<file path="src/rtl/gf256_log_engine_if.sv">
// Request/result handshake bundle for the GF(2^8) discrete-log engine.
// slave = engine side, master = requester/consumer side.
interface gf256_log_engine_if;
  logic       in_valid;
  logic       in_ready;
  logic [7:0] in_elem;
  logic       out_valid;
  logic       out_ready;
  logic [7:0] out_exp;
  logic       out_zero;

  modport slave (
    input  in_valid, in_elem, out_ready,
    output in_ready, out_valid, out_exp, out_zero
  );

  modport master (
    output in_valid, in_elem, out_ready,
    input  in_ready, out_valid, out_exp, out_zero
  );
endinterface

</file>
<file path="src/rtl/gf256_log_engine.sv">
// Sequential GF(2^8) discrete log: walks alpha^count from alpha^0 until it equals the target.
// Optional macro GF256_LOG_DUAL_WALK_EN adds a second walker starting at alpha^127.
module gf256_log_engine #(
  parameter logic [7:0] POLY = 8'h1D
) (
  input  logic                  clk,
  input  logic                  rst_n,
  gf256_log_engine_if.slave     bus
);

  typedef enum logic [1:0] {
    ST_IDLE   = 2'd0,
    ST_SEARCH = 2'd1,
    ST_DONE   = 2'd2
  } state_t;

  function automatic logic [7:0] f_step(input logic [7:0] w);
    return {w[6:0], 1'b0} ^ (w[7] ? POLY : 8'h00);
  endfunction

  state_t     r_state;
  logic [7:0] r_target;
  logic [7:0] r_walk_a;
  logic [7:0] r_count;
  logic [7:0] r_exp;
  logic       r_zero;
  logic       r_out_valid;

  logic       w_hit_a;
  logic       w_hit_b;
  logic [7:0] w_exp_b;

`ifdef GF256_LOG_DUAL_WALK_EN
  function automatic logic [7:0] f_pow(input int n);
    logic [7:0] w;
    w = 8'h01;
    for (int i = 0; i < n; i++) begin
      w = f_step(w);
    end
    return w;
  endfunction

  localparam logic [7:0] B_START = f_pow(127);

  logic [7:0] r_walk_b;

  // Walker A owns exponents 0..126; B owns 127..254 and is always 127 steps ahead.
  assign w_hit_a = (r_walk_a == r_target) && (r_count <= 8'd126);
  assign w_hit_b = (r_walk_b == r_target);
  assign w_exp_b = r_count + 8'd127;
`else
  assign w_hit_a = (r_walk_a == r_target);
  assign w_hit_b = 1'b0;
  assign w_exp_b = 8'h00;
`endif

  assign bus.in_ready  = (r_state == ST_IDLE);
  assign bus.out_valid = r_out_valid;
  assign bus.out_exp   = r_exp;
  assign bus.out_zero  = r_zero;

  always_ff @(posedge clk or negedge rst_n) begin
    if (!rst_n) begin
      r_state     <= ST_IDLE;
      r_target    <= 8'h00;
      r_walk_a    <= 8'h01;
      r_count     <= 8'h00;
      r_exp       <= 8'h00;
      r_zero      <= 1'b0;
      r_out_valid <= 1'b0;
`ifdef GF256_LOG_DUAL_WALK_EN
      r_walk_b    <= B_START;
`endif
    end else begin
      case (r_state)
        ST_IDLE: begin
          if (bus.in_valid) begin
            r_target <= bus.in_elem;
            if (bus.in_elem == 8'h00) begin
              r_state     <= ST_DONE;
              r_exp       <= 8'h00;
              r_zero      <= 1'b1;
              r_out_valid <= 1'b1;
            end else begin
              r_state  <= ST_SEARCH;
              r_walk_a <= 8'h01;
              r_count  <= 8'h00;
`ifdef GF256_LOG_DUAL_WALK_EN
              r_walk_b <= B_START;
`endif
            end
          end
        end

        ST_SEARCH: begin
          if (w_hit_a) begin
            r_state     <= ST_DONE;
            r_exp       <= r_count;
            r_zero      <= 1'b0;
            r_out_valid <= 1'b1;
          end else if (w_hit_b) begin
            r_state     <= ST_DONE;
            r_exp       <= w_exp_b;
            r_zero      <= 1'b0;
            r_out_valid <= 1'b1;
          end else if (r_count == 8'd254) begin
            // Cannot happen for a nonzero element; guarantees the search terminates.
            r_state     <= ST_DONE;
            r_exp       <= 8'h00;
            r_zero      <= 1'b1;
            r_out_valid <= 1'b1;
          end else begin
            r_walk_a <= f_step(r_walk_a);
            r_count  <= r_count + 8'd1;
`ifdef GF256_LOG_DUAL_WALK_EN
            r_walk_b <= f_step(r_walk_b);
`endif
          end
        end

        ST_DONE: begin
          if (bus.out_ready) begin
            r_state     <= ST_IDLE;
            r_out_valid <= 1'b0;
          end
        end

        default: begin
          r_state     <= ST_IDLE;
          r_out_valid <= 1'b0;
        end
      endcase
    end
  end

endmodule

</file>
<file path="src/flat_wrapper.sv">
// flat-port wrapper written by rule: the top's interface ports become plain ports
module gf256_log_engine_flat 
#(
  parameter logic [7:0] POLY = 8'h1D
)
  (clk, rst_n, bus_in_valid, bus_in_elem, bus_out_ready, bus_in_ready, bus_out_valid, bus_out_exp, bus_out_zero);
  gf256_log_engine_if bus_i ();
  input  logic clk;
  input  logic rst_n;
  input wire logic [$bits(bus_i.in_valid)-1:0] bus_in_valid;
  input wire logic [$bits(bus_i.in_elem)-1:0] bus_in_elem;
  input wire logic [$bits(bus_i.out_ready)-1:0] bus_out_ready;
  output wire logic [$bits(bus_i.in_ready)-1:0] bus_in_ready;
  output wire logic [$bits(bus_i.out_valid)-1:0] bus_out_valid;
  output wire logic [$bits(bus_i.out_exp)-1:0] bus_out_exp;
  output wire logic [$bits(bus_i.out_zero)-1:0] bus_out_zero;
  assign bus_i.in_valid = bus_in_valid;
  assign bus_i.in_elem = bus_in_elem;
  assign bus_i.out_ready = bus_out_ready;
  assign bus_in_ready = bus_i.in_ready;
  assign bus_out_valid = bus_i.out_valid;
  assign bus_out_exp = bus_i.out_exp;
  assign bus_out_zero = bus_i.out_zero;
  gf256_log_engine #(.POLY(POLY)) u_core (.clk(clk), .rst_n(rst_n), .bus(bus_i));
endmodule
</file>
<file path="config.mk">
export PLATFORM = sky130hd
export DESIGN_NAME = gf256_log_engine_flat
export DESIGN_NICKNAME = d
export VERILOG_FILES = /design/src/rtl/gf256_log_engine_if.sv /design/src/rtl/gf256_log_engine.sv /design/src/flat_wrapper.sv
export SDC_FILE = /design/constraint.sdc
export NUM_CORES = 1
export LEC_CHECK = 0
export ABC_CLOCK_PERIOD_IN_PS = 2600
export CAP_MARGIN = 20
export CORE_UTILIZATION = 37
export DETAILED_ROUTE_END_ITERATION = 8
export GPL_ROUTABILITY_DRIVEN = 0
export PLACE_DENSITY = 0.58
export SYNTH_ARGS = -nofsm -noshare
export SYNTH_HDL_FRONTEND = slang
export SYNTH_SLANG_ARGS = --single-unit
export TNS_END_PERCENT = 20
</file>
<file path="constraint.sdc">
create_clock -name clk -period 2.6 [get_ports clk]
set_input_delay 0.52 -clock clk [delete_from_list [all_inputs] [get_ports clk]]
set_output_delay 0.52 -clock clk [all_outputs]
set_load 0.03 [all_outputs]
</file>
* After elaboration in Yosys (flattened, before gate mapping)
Index checks and enable logic that the tools add are counted.
** Storage, ports and cells
- Register bits after elaboration :: 36
- Output and inout port bits :: 11
- Word-level logic and storage cells :: 58
** Cells by class
- Add/sub/neg operators :: 1
- Equal/unequal tests :: 11
- Muxes and demuxes :: 30
- Bitwise operators :: 1
- Reductions and logical operators :: 8
** Operator list (number)
- 8-bit two-way mux :: 12
- 8-bit one-hot mux with 2 select lines :: 3
- 2-bit two-way mux :: 5
- 2-bit inequality test, second input constant :: 5
- 8-bit by 1-bit adder with 8-bit output, second input constant :: 1
- 8-bit equality test :: 1
- 8-bit equality test, second input constant :: 1
- 8-bit zero test :: 1
- 4-bit AND reduction :: 2
- 8-bit XOR :: 1
- 1-bit two-way mux :: 6
- 2-bit one-hot mux with 3 select lines :: 1
- 5-bit two-way mux :: 1
- 5-bit AND reduction :: 1
- 3-bit by 1-bit inequality test with 1-bit output, second input constant :: 1
- 1-bit one-hot mux with 3 select lines :: 1
- 3-bit AND reduction :: 1
- 2-bit by 1-bit equality test with 1-bit output, second input constant :: 1
- 2-bit equality test, second input constant :: 1
- 2-bit zero test :: 1
- 2-bit by 1-bit inequality test with 1-bit output, second input constant :: 1
- 1-bit one-hot mux with 2 select lines :: 1
- 2-bit AND reduction :: 1
- 2-bit nonzero test :: 1

* Depth between registers and ports, before layout
Gate-level depths: netlist of run 1.
- Depth after elaboration :: 5
- Gate-level depth with buffers :: 8
- Mapped depth without buffers :: 7

* Worst setup path after synthesis of run 1
Ideal clock, no wire load.
- Path kind :: register to register
- Start :: register u_core.r_count[0]
- End :: register u_core.r_walk_a[2]
- Setup time :: 121 ps
- Data arrival time :: 1911 ps
- Data required time :: 2479 ps
- Setup slack :: 568 ps
- Cell stages (with the launch flop) :: 9
- Buffers on the path :: 2
- Clock period less this slack :: 2032 ps
- Path through :: dfrtp_1 -> inv_1 -> ha_1 -> and3_1 -> and3_4 -> or4_4 -> buf_6 -> buf_6 -> a22o_1
** Between the ends
- Cells in the longest elaborated chain, start to end :: 3
** Ends and longest elaborated chain
- from (decl) :: line gf256_log_engine.sv:24 : logic [7:0] r_count;
- from (signal assigned) :: line gf256_log_engine.sv:114 : r_count <= r_count + 8'd1;
- 8-bit equality test :: line gf256_log_engine.sv:106 : end else if (r_count == 8'd254) begin
- 2-bit inequality test (no line)
- 5-bit AND reduction (no line)
- to (signal assigned) :: line gf256_log_engine.sv:113 : r_walk_a <= f_step(r_walk_a);
- to (decl) :: line gf256_log_engine.sv:23 : logic [7:0] r_walk_a;
No other way between the ends.
A chain may end at the register's enable or synchronous reset.

* Worst setup path after layout of run 1
- Start :: register u_core.r_count[1]
- End :: register u_core.r_count[3]
** Between the ends
- Cells in the longest elaborated chain, start to end :: 4
** Ends and longest elaborated chain
- 8-bit by 1-bit adder with 8-bit output :: line gf256_log_engine.sv:114
- 8-bit two-way mux :: line gf256_log_engine.sv:106
- 8-bit two-way mux :: line gf256_log_engine.sv:96 : if (w_hit_a) begin
- 8-bit one-hot mux with 2 select lines :: line gf256_log_engine.sv:75 : case (r_state)
Parallel ways exist; a longest one is shown, timed or not. The select of a mux whose other input is x is not followed.

==> results of run 1 <==
-- through the flow --
step           utilization  instances  hold WS [ns]  area, µm²
6_report            0.4695        226        0.4813       2044
5_1_grt             0.4695        226        0.5096       2044
4_1_cts             0.4695        226        0.4844       2044
3_5_place_dp        0.4489        218        0.4741       1954
3_3_place_gp        0.4489        218        0.4661       1954
2_1_floorplan            -        146        0.2244       1683
-- per-layer routing --
layer  vias up  global-route usage
met1       588              0.2042
met3         6             0.04797
met5         -                   0
li1        582                   -
met2        33              0.2255
met4         0             0.06803
-- power by group through the flow --
stage	clock network (mW)	logic (mW)	registers, mW
final	0.399	0.739	0.920
after global routing	0.439	0.824	0.948
after CTS	0.417	0.746	0.919
after detailed placement	0	0.740	0.929
after global placement	0	0.730	0.924
after floorplan	0	0.569	0.901
-- area by class of cell --
| cell class | instances | area (µm²) | share of cell area |
|---|---|---|---|
| multi-input combinational | 99 | 718.2 | 0.3513 |
| inverter | 5 | 18.77 | 0.009180 |
| tap | 52 | 65.06 | 0.03182 |
| clock buffer | 8 | 90.09 | 0.04406 |
| sequential | 36 | 902.1 | 0.4412 |
| timing repair buffer | 26 | 250.2 | 0.1224 |
-- worst min-delay path, cell delays in order, from the launching register on --
cell and delay (ns):
dfstp_2 0.38, inv_1 0.05, a21oi_1 0.05
-- worst paths after layout --
kind | to
worst min-delay path | u_core.r_walk_a[0]
worst max-delay path | u_core.r_count[3]
worst max register to register | u_core.r_count[3]
max in group asynchronous | u_core.r_walk_a[0]
worst min register to register | u_core.r_walk_a[0]
min in group asynchronous | u_core.r_count[3]
-- synth_stat cells, drive strengths merged --
library cell | count | area (µm²)
dfrtp | 35 | 875.8
a22o | 19 | 166.4
mux2 | 9 | 101.4
nand2 | 8 | 30.03
xnor2 | 7 | 61.31
nand3 | 6 | 30.03
nor2 | 6 | 22.52
a21oi | 5 | 25.02
buf | 5 | 40.04
inv | 5 | 18.77
nor3 | 5 | 25.02
o21ai | 5 | 25.02
and3 | 4 | 30.03
or2 | 4 | 25.02
xor2 | 4 | 35.03
nor4 | 3 | 25.02
ha | 2 | 25.02
nand2b | 2 | 12.51
nand4 | 2 | 12.51
a211o | 1 | 8.760
a21o | 1 | 7.510
a221o | 1 | 10.01
and2 | 1 | 6.260
and4 | 1 | 8.760
clkbuf | 1 | 3.750
dfstp | 1 | 26.28
nor3b | 1 | 7.510
o22ai | 1 | 6.260
or4 | 1 | 11.26
-- state kept, by name (all words and copies together) (netlist names) --
register / cells
u_core.r_target: 8
u_core.bus.out_exp: 8
u_core.r_walk_a: 8
u_core.r_state: 2
u_core.r_count: 8
u_core.bus.out_valid: 1
u_core.bus.out_zero: 1
-- logic make-up (layout without fill, tap and decap cells) --
| kind of cell | Yosys count | count (layout) | share of synthesized area |
|---|---|---|---|
| simple gates | 44 | 44 | 0.1465 |
| flops | 36 | 36 | 0.5361 |
| compound gates | 33 | 33 | 0.1480 |
| xor+xnor | 11 | 11 | 0.05725 |
| buf+inv | 11 | 39 | 0.03717 |
| mux | 9 | 9 | 0.06022 |
| fa+ha+maj | 2 | 2 | 0.01487 |
==> out/qor.txt, run 1 <==
Antenna cell count: 0
Final setup fails: 0
Worst skew pair latency: 0.28 ns
Crit path max-delay family: simple AND/OR/NAND/NOR gates
Pins Over Slew Limit: 0
Die width: 69.44 µm
R2R setup slack: 0.46 ns
Mapped cell area: 0.001683 mm²
Clock Tree Buf Depth: 2
Skew final: 0.002750 ns
Crit path depth: 5
Synth Area per Inst: 11.53 µm²
Leak pwr: 0.9094 nW
Met3 WL: 159 µm
Die Y-Extent: 69.44 µm
Syn. warnings: 0
CP cell instances: ha_1 > and3_1 > and3_4 > or4_4 > a221o_1
WP data arrival: 2.31 ns
Sw power: 0.7423 mW
Worst Setup End Kind: flop
All-Layer GR Usage: 0.1522
Worst Path Buf+Inv: 0
Top routing layer in use: met4
Switching Share: 0.3606
DRT iter0 DRCs: 62
Int Pwr: 1.316 mW
Post-synthesis cell type count: 34
Antenna-violating nets left: 0
Peak supply drop: 0.4241 mV
Max-cap check violation count: 0
Critical Path Fanout Max: 17
Leading cell type in the layout, fill and taps excluded: dfrtp_1
Setup_tns: 0 ns
Drt total wl: 3340 µm
Total number of vias: 1209
Hold Crit Depth: 2
DRT Pass-1 Iters: 4
Reg2Reg Depth: 5
Overall power: 2.058 mW
Tcrit/Tclk final: 0.8233
Die ar.: 0.004822 mm²
# IOs: 23
WS Path Type: reg2reg
Gate Count Post-Synth: 146
First-pass GRT wire length: 5664 µm
Residual DRC: 0
Sequential share of power: 0.447
Initial Util: 0.3865
Unrepaired setup endpoints after global routing: false
Register area share after synthesis: 0.5361
Post-CTS setup buffers: 0
CTS Hold Bufs: 0
Worst rel slew slack: 0.5511
Final worst path period need: 2.141 ns
Row cnt: 24
CP max stage delay: 0.61 ns
CTS tree: built
Setup ws final: 0.4594 ns
Final hold vios: 0
Net Count, Synth: 160
Part of the power in the clock network: 0.194
Reg clk slew, reported paths: 0.07 ns
Actual slew at the worst max-slew pin: 0.6688 ns
Vias per cell: 5.350
Area growth, synth to finish: 21.49%
Power Density: 1007 mW/mm²
Met1 Routed Length: 1564 µm
Commonest non-fill, non-tap cells in the layout: 35 x dfrtp_1, 22 x clkdlybuf4s50_1, 19 x a22o_1
Layout fillers: 399
Clock buffer count from CTS: 5
Metal2 WL: 1559 µm
CP required: 2.77 ns
Post-CTS resize count: 0
CP max stage cell: or4_4
# nets final: 187
Dpl ws: 0.2078 ns
Hold_sp: u_core.r_walk_a[0]
Share of cells above drive strength 1: 0.1552
Worst setup SP type: flop
# H-tree levels: 2
Synthesized flop and latch total: 36
Antenna violations before repair: 0
Vias in the first global route: 1169
Max Clk Rate: 467.2 MHz
Gr ovfl total: 0
Worst Hold Class: reg2reg
Outcome: finished, final reports clean
Logic pwr share: 0.359
Clock Sinks: 36
Buffers added on ports: 22
CTS root buffer: clkbuf_8
WL per Instance: 14.78 µm
Core footprint: 0.004354 mm²
Largest net degree at the start of global routing: 37
Crit. Startpoint: u_core.r_count[1]
Post-DP HPWL: 2324 µm
Critical R2R Launch: u_core.r_count[1]
No activity file was read; power rests on OpenSTA's default activity.
==> run 2: changes to the inputs <==
- ABC_CLOCK_PERIOD_IN_PS: 2600 -> 1700
- PLACE_DENSITY: 0.58 -> 0.6
- clock period: 2.6 -> 1.7 ns (I/O delays scaled with it)
==> out/qor.txt, run 2 (synthesized netlist as in run 1, its figures left out) <==
Outcome: finished with violations
Failing checks: setup timing
Drt total wl: 4038 µm (+21%)
CP max stage delay: 0.48 ns (-0.13 ns)
All-Layer GR Usage: 0.1747 (+0.02244)
Actual slew at the worst max-slew pin: 0.3532 ns (-0.3156 ns)
CP max stage cell: or4_4
Cell count after placement: 246 (+13%)
First-pass GRT wire length: 6499 µm (+15%)
Share of cells above drive strength 1: 0.3555 (+0.2003)
DRT iter0 DRCs: 81 (+31%)
Core footprint: 0.004354 mm² (unchanged)
Vias per cell: 5.209 (-2.6%)
Worst rel slew slack: 0.7646 (+0.2134)
Crit path depth: 7 (+2)
Switching Share: 0.3496 (-0.01104)
Clock Tree Buf Depth: 2 (unchanged)
Clock Sinks: 36 (unchanged)
Residual DRC: 0 (unchanged)
Worst Hold Class: in2async
Antenna cell count: 0 (unchanged)
Die ar.: 0.004822 mm² (unchanged)
Final setup fails: 24 (+24)
CTS root buffer: clkbuf_8
Finished Layout Cells: 263 (+16%)
Skew final: 0.005815 ns (+0.003064 ns)
Post-DP HPWL: 2815 µm (+21%)
# H-tree levels: 2 (unchanged)
Total number of vias: 1370 (+13%)
Worst Path Buf+Inv: 2 (+2)
Antenna-violating nets left: 0 (unchanged)
Final hold vios: 0 (unchanged)
Sw power: 1.323 mW (+78%)
WL per Instance: 15.35 µm (+3.9%)
Top cell by count, worst path: and3_4
Pins Over Slew Limit: 0 (unchanged)
RR Endpoint: u_core.r_walk_a[2]
Max-cap check violation count: 0 (unchanged)
Die width: 69.44 µm (unchanged)
Critical Path Fanout Max: 9 (-8)
Worst Setup End Kind: flop
Largest net degree at the start of global routing: 37 (unchanged)
Setup ws final: -0.1647 ns (-0.6241 ns)
DRT Pass-1 Iters: 4 (unchanged)
Peak supply drop: 0.6658 mV (+57%)
Initial Util: 0.3865 (unchanged)
WS Path Type: reg2reg
Logic pwr share: 0.451 (+0.092)
Sequential share of power: 0.352 (-0.095)
Buffers added on ports: 22 (unchanged)
Vias in the first global route: 1363 (+17%)
Antenna violations before repair: 0 (unchanged)
Power Density: 1524 mW/mm² (+51%)
Critical R2R Launch: u_core.r_count[0]
Part of the power in the clock network: 0.196 (+0.002)
Dpl ws: -0.4417 ns (-0.6495 ns)
Int Pwr: 2.461 mW (+87%)
CP cell instances: inv_1 > ha_2 > and3_4 > and3_4 > or4_4 > buf_12 > a22o_1
R2R setup slack: -0.16 ns (-0.62 ns)
Unrepaired setup endpoints after global routing: true
Row cnt: 24 (unchanged)
CTS tree: built
Tcrit/Tclk final: 1.097 (+0.2736)
CP required: 1.88 ns (-0.89 ns)
Reg2Reg Depth: 7 (+2)
Overall power: 3.784 mW (+84%)
Max Clk Rate: 536.3 MHz (+15%)
Die Y-Extent: 69.44 µm (unchanged)
Worst setup SP type: flop
Clock buffer count from CTS: 5 (unchanged)
CTS Hold Bufs: 0 (unchanged)
Leak pwr: 1.249 nW (+37%)
# nets final: 224 (+20%)
Crit. Startpoint: u_core.r_count[0]
Worst skew pair latency: 0.29 ns (about the same)
WP data arrival: 2.05 ns (-0.26 ns)
Gr ovfl total: 0 (unchanged)
Reg clk slew, reported paths: 0.07 ns (about the same)
# IOs: 23 (unchanged)
Final worst path period need: 1.865 ns (-0.2759 ns)
Commonest non-fill, non-tap cells in the layout: 35 x buf_4, 35 x dfrtp_1, 19 x a22o_1
Area growth, synth to finish: 47.51%
Crit path max-delay family: simple AND/OR/NAND/NOR gates
Critical path destination: u_core.r_walk_a[2]
==> run 2: cell count changes in the layout (fill, tap and decap cells not counted), moves of 4 or more <==
cell and change:
buf_12 +4, clkdlybuf4s50_1 -8, buf_4 +31, dlymetal6s2s_1 +7
==> run 2: power groups by stage <==
stage               registers, mW  clock network, mW  logic (mW)
global placement             1.33                  0        1.47
finish                       1.33              0.742        1.71
global route                 1.37              0.806        1.86
floorplan                    1.38                  0       0.872
CTS                          1.33              0.759        1.52
detailed placement           1.34                  0        1.50
==> run 2: cell type report <==
type	count	area, µm²
Clock buffer	6	72.57
Inverter	5	18.77
Tap cell	52	65.06
Fill cell	343	1872
Clock inverter	2	35.03
Sequential cell	36	902.1
Timing Repair Buffer	62	596.8
Multi-Input combinational cell	100	792.0
==> run 2: worst min-delay path by stage <==
stage,from,endpoint,slack (ns),depth (start not counted)
after floorplan,rst_n,u_core.bus.out_exp[0],0.04,0
after global placement,u_core.bus.out_exp[5],u_core.bus.out_exp[5],0.48,1
after detailed placement,u_core.bus.out_exp[6],u_core.bus.out_exp[6],0.49,1
after CTS,rst_n,u_core.bus.out_exp[0],0.43,2
after global routing,rst_n,u_core.r_target[1],0.44,2
final,rst_n,u_core.bus.out_exp[5],0.42,2
==> run 2: metal layers <==
metal | global-route usage | share of wire | vias to the layer above
met4 | 0.06576 | 0.018 | 0
met5 | 0 | 0 | -
met3 | 0.05087 | 0.039 | 8
met1 | 0.2085 | 0.44 | 667
met2 | 0.2967 | 0.50 | 35
li1 | - | - | 660
==> run 2: stage by stage <==
step	area (µm²)	TNS (ns)	hold WS (ns)	util
floorplan	1685	-4.900	0.04441	-
global placement	2177	-9.477	0.4843	0.5000
detailed placement	2177	-9.901	0.4871	0.5000
CTS	2296	-2.708	0.4320	0.5273
global route	2482	-4.609	0.4380	0.5701
finish	2482	-2.409	0.4207	0.5701
==> run 2: what timing repair did <==
item | CTS | global route
pin swaps | 4 | 10
setup buffers | 0 | 8
endpoints found under the hold margin | 0 | 0
cloned | 0 | 1
resized for setup | 3 | 21
setup endpoints to repair | 25 | 33
==> run 3: changes to the inputs <==
- CORE_ASPECT_RATIO: unset -> 0.7
==> out/qor.txt, run 3 (synthesized netlist as in run 1, its figures left out) <==
Worst Hold Class: in2async
Max-cap check violation count: 0 (unchanged)
Final worst path period need: 1.974 ns (+0.1097 ns)
Multi-input gate area: 847.1 µm² (+7.0%)
Buffers added on ports: 22 (unchanged)
Pins Over Slew Limit: 0 (unchanged)
Clock Sinks: 36 (unchanged)
Leading cell type in the layout, fill and taps excluded: dfrtp_1
Outcome: finished with violations
Clock Tree Buf Depth: 2 (unchanged)
Drt total wl: 4490 µm (+11%)
CP max stage delay: 0.58 ns (+0.10 ns)
Gr ovfl total: 0 (unchanged)
Unrepaired setup endpoints after global routing: true
Largest net degree at the start of global routing: 23 (-38%)
WP data arrival: 2.15 ns (+0.10 ns)
Final setup fails: 25 (+4.2%)
DRT Pass-1 Iters: 6 (+2)
DRT iter0 DRCs: 85 (+4.9%)
Peak supply drop: 0.8185 mV (+23%)
Leak pwr: 1.240 nW (-0.71%)
Antenna violations before repair: 0 (unchanged)
Post-DP HPWL: 2658 µm (-5.6%)
Setup ws final: -0.2744 ns (-0.1097 ns)
Reg clk slew, reported paths: 0.08 ns (about the same)
Antenna-violating nets left: 0 (unchanged)
Worst skew pair latency: 0.30 ns (about the same)
Setup_tns: -4.240 ns (-1.831 ns)
CTS Hold Bufs: 0 (unchanged)
Commonest non-fill, non-tap cells in the layout: 35 x dfrtp_1, 30 x buf_4, 19 x a22o_1
Final Hold Slack: 0.3920 ns (-0.02869 ns)
Final hold vios: 0 (unchanged)
Skew final: 0.009753 ns (+0.003939 ns)
WS Path Type: reg2reg
RR Endpoint: u_core.r_count[3]
CP max stage cell: or4_4
# H-tree levels: 2 (unchanged)
Dpl ws: -0.5745 ns (-0.1328 ns)
Die width: 82.61 µm (+19%)
CP cell instances: inv_1 > ha_2 > and3_4 > and3_4 > or4_4 > a221o_1
CTS root buffer: clkbuf_8
First-pass GRT wire length: 6596 µm (+1.5%)
Initial Util: 0.3865 (unchanged)
Tcrit/Tclk final: 1.161 (+0.06452)
Antenna cell count: 0 (unchanged)
Power Density: 1532 mW/mm² (+0.52%)
Worst rel slew slack: 0.7425 (-0.02200)
Reg2Reg Depth: 6 (-1)
Core footprint: 0.004354 mm² (unchanged)
Vias per cell: 5.458 (+4.8%)
Row cnt: 20 (-17%)
# nets final: 220 (-1.8%)
Max Clk Rate: 506.5 MHz (-5.6%)
Layout fillers: 356 (+3.8%)
All-Layer GR Usage: 0.1907 (+0.01604)
Clock buffer count from CTS: 5 (unchanged)
R2R setup slack: -0.27 ns (-0.11 ns)
# IOs: 23 (unchanged)
Critical Path Fanout Max: 6 (-3)
Worst Setup End Kind: flop
Critical R2R Launch: u_core.r_count[0]
WL per Instance: 17.14 µm (+12%)
CP required: 1.88 ns (about the same)
Share of cells above drive strength 1: 0.3575 (+0.002038)
Overall power: 3.762 mW (-0.59%)
Die ar.: 0.004826 mm² (about the same)
Die Y-Extent: 58.43 µm (-16%)
Worst setup SP type: flop
Failing checks: DRC, setup timing
Vias in the first global route: 1346 (-1.2%)
CTS tree: built
Total number of vias: 1430 (+4.4%)
Actual slew at the worst max-slew pin: 0.3833 ns (+0.03013 ns)
Residual DRC: 1 (+1)
Reg area: 902.1 µm² (unchanged)
Top cell by count, worst path: and3_4
Area growth, synth to finish: 45.87%
[run 3: cell types whose count changed in the layout (fill, tap and decap cells not counted), sizes merged]
cell / previous run / this run
buf: 41 / 35
o21ai: 5 / 6
clkdlybuf4s50: 14 / 13
dlygate4sd2: 0 / 1
bufinv: 1 / 0
clkinv: 1 / 2
or4: 2 / 3
[run 3: how the worst max path moves through the flow]
stage | from | endpoint | slack (ns) | cells after the start
final | u_core.r_count[0] | u_core.r_count[3] | -0.27 | 6
after global routing | u_core.r_walk_a[7] | u_core.r_count[3] | -0.32 | 7
after floorplan | u_core.r_count[0] | u_core.r_walk_a[2] | -0.24 | 8
after detailed placement | bus_in_elem[5] | u_core.bus.out_exp[4] | -0.57 | 6
after global placement | bus_in_elem[5] | u_core.bus.out_exp[1] | -0.48 | 6
after CTS | u_core.r_count[0] | u_core.r_count[3] | -0.23 | 6
[run 3: metal layers]
layer  global-route usage  vias up  wire [µm]
met5                    0        -          0
met4              0.09852        0         75
met3              0.05271        9        272
met2               0.2680       50       2005
met1               0.2684      713       2136
li1                     -      658          -
[run 3: worst max-delay path, delay by kind of cell (launching register included)]
| kind | cells | cell delay (ns) |
|---|---|---|
| and+or+nand+nor | 3 | 0.94 |
| DFF | 1 | 0.35 |
| AOI/OAI and AO/OA | 1 | 0.33 |
| adders and majority gates | 1 | 0.18 |
| buffers and inverters | 1 | 0.05 |
[run 3: final cells by class]
| class | count | area share |
|---|---|---|
| sequential | 36 | 0.3675 |
| multi-input combinational | 102 | 0.3451 |
| timing repair buffer | 56 | 0.2141 |
| clock buffer | 6 | 0.03364 |
| tap | 55 | 0.02803 |
| inverter | 5 | 0.007645 |
| clock inverter | 2 | 0.004077 |
[run 3: what timing repair did]
action | CTS | global route
endpoints found under the setup margin | 26 | 35
setup buffers | 0 | 6
gates resized for setup | 5 | 28
gates cloned | 1 | 3
pin swaps | 3 | 16
[run 3: through the flow]
step / instance area, µm² / instances / util
floorplan: 1685 / 146 / -
detailed placement: 2151 / 245 / 0.4940
global route: 2455 / 262 / 0.5638
finish: 2455 / 262 / 0.5638
global placement: 2151 / 245 / 0.4940
CTS: 2266 / 254 / 0.5204
[run 3: power by group]
group	switching, mW	internal, mW
Clock	0.321	0.324
Combinational	0.900	0.871
Sequential	0.219	1.13
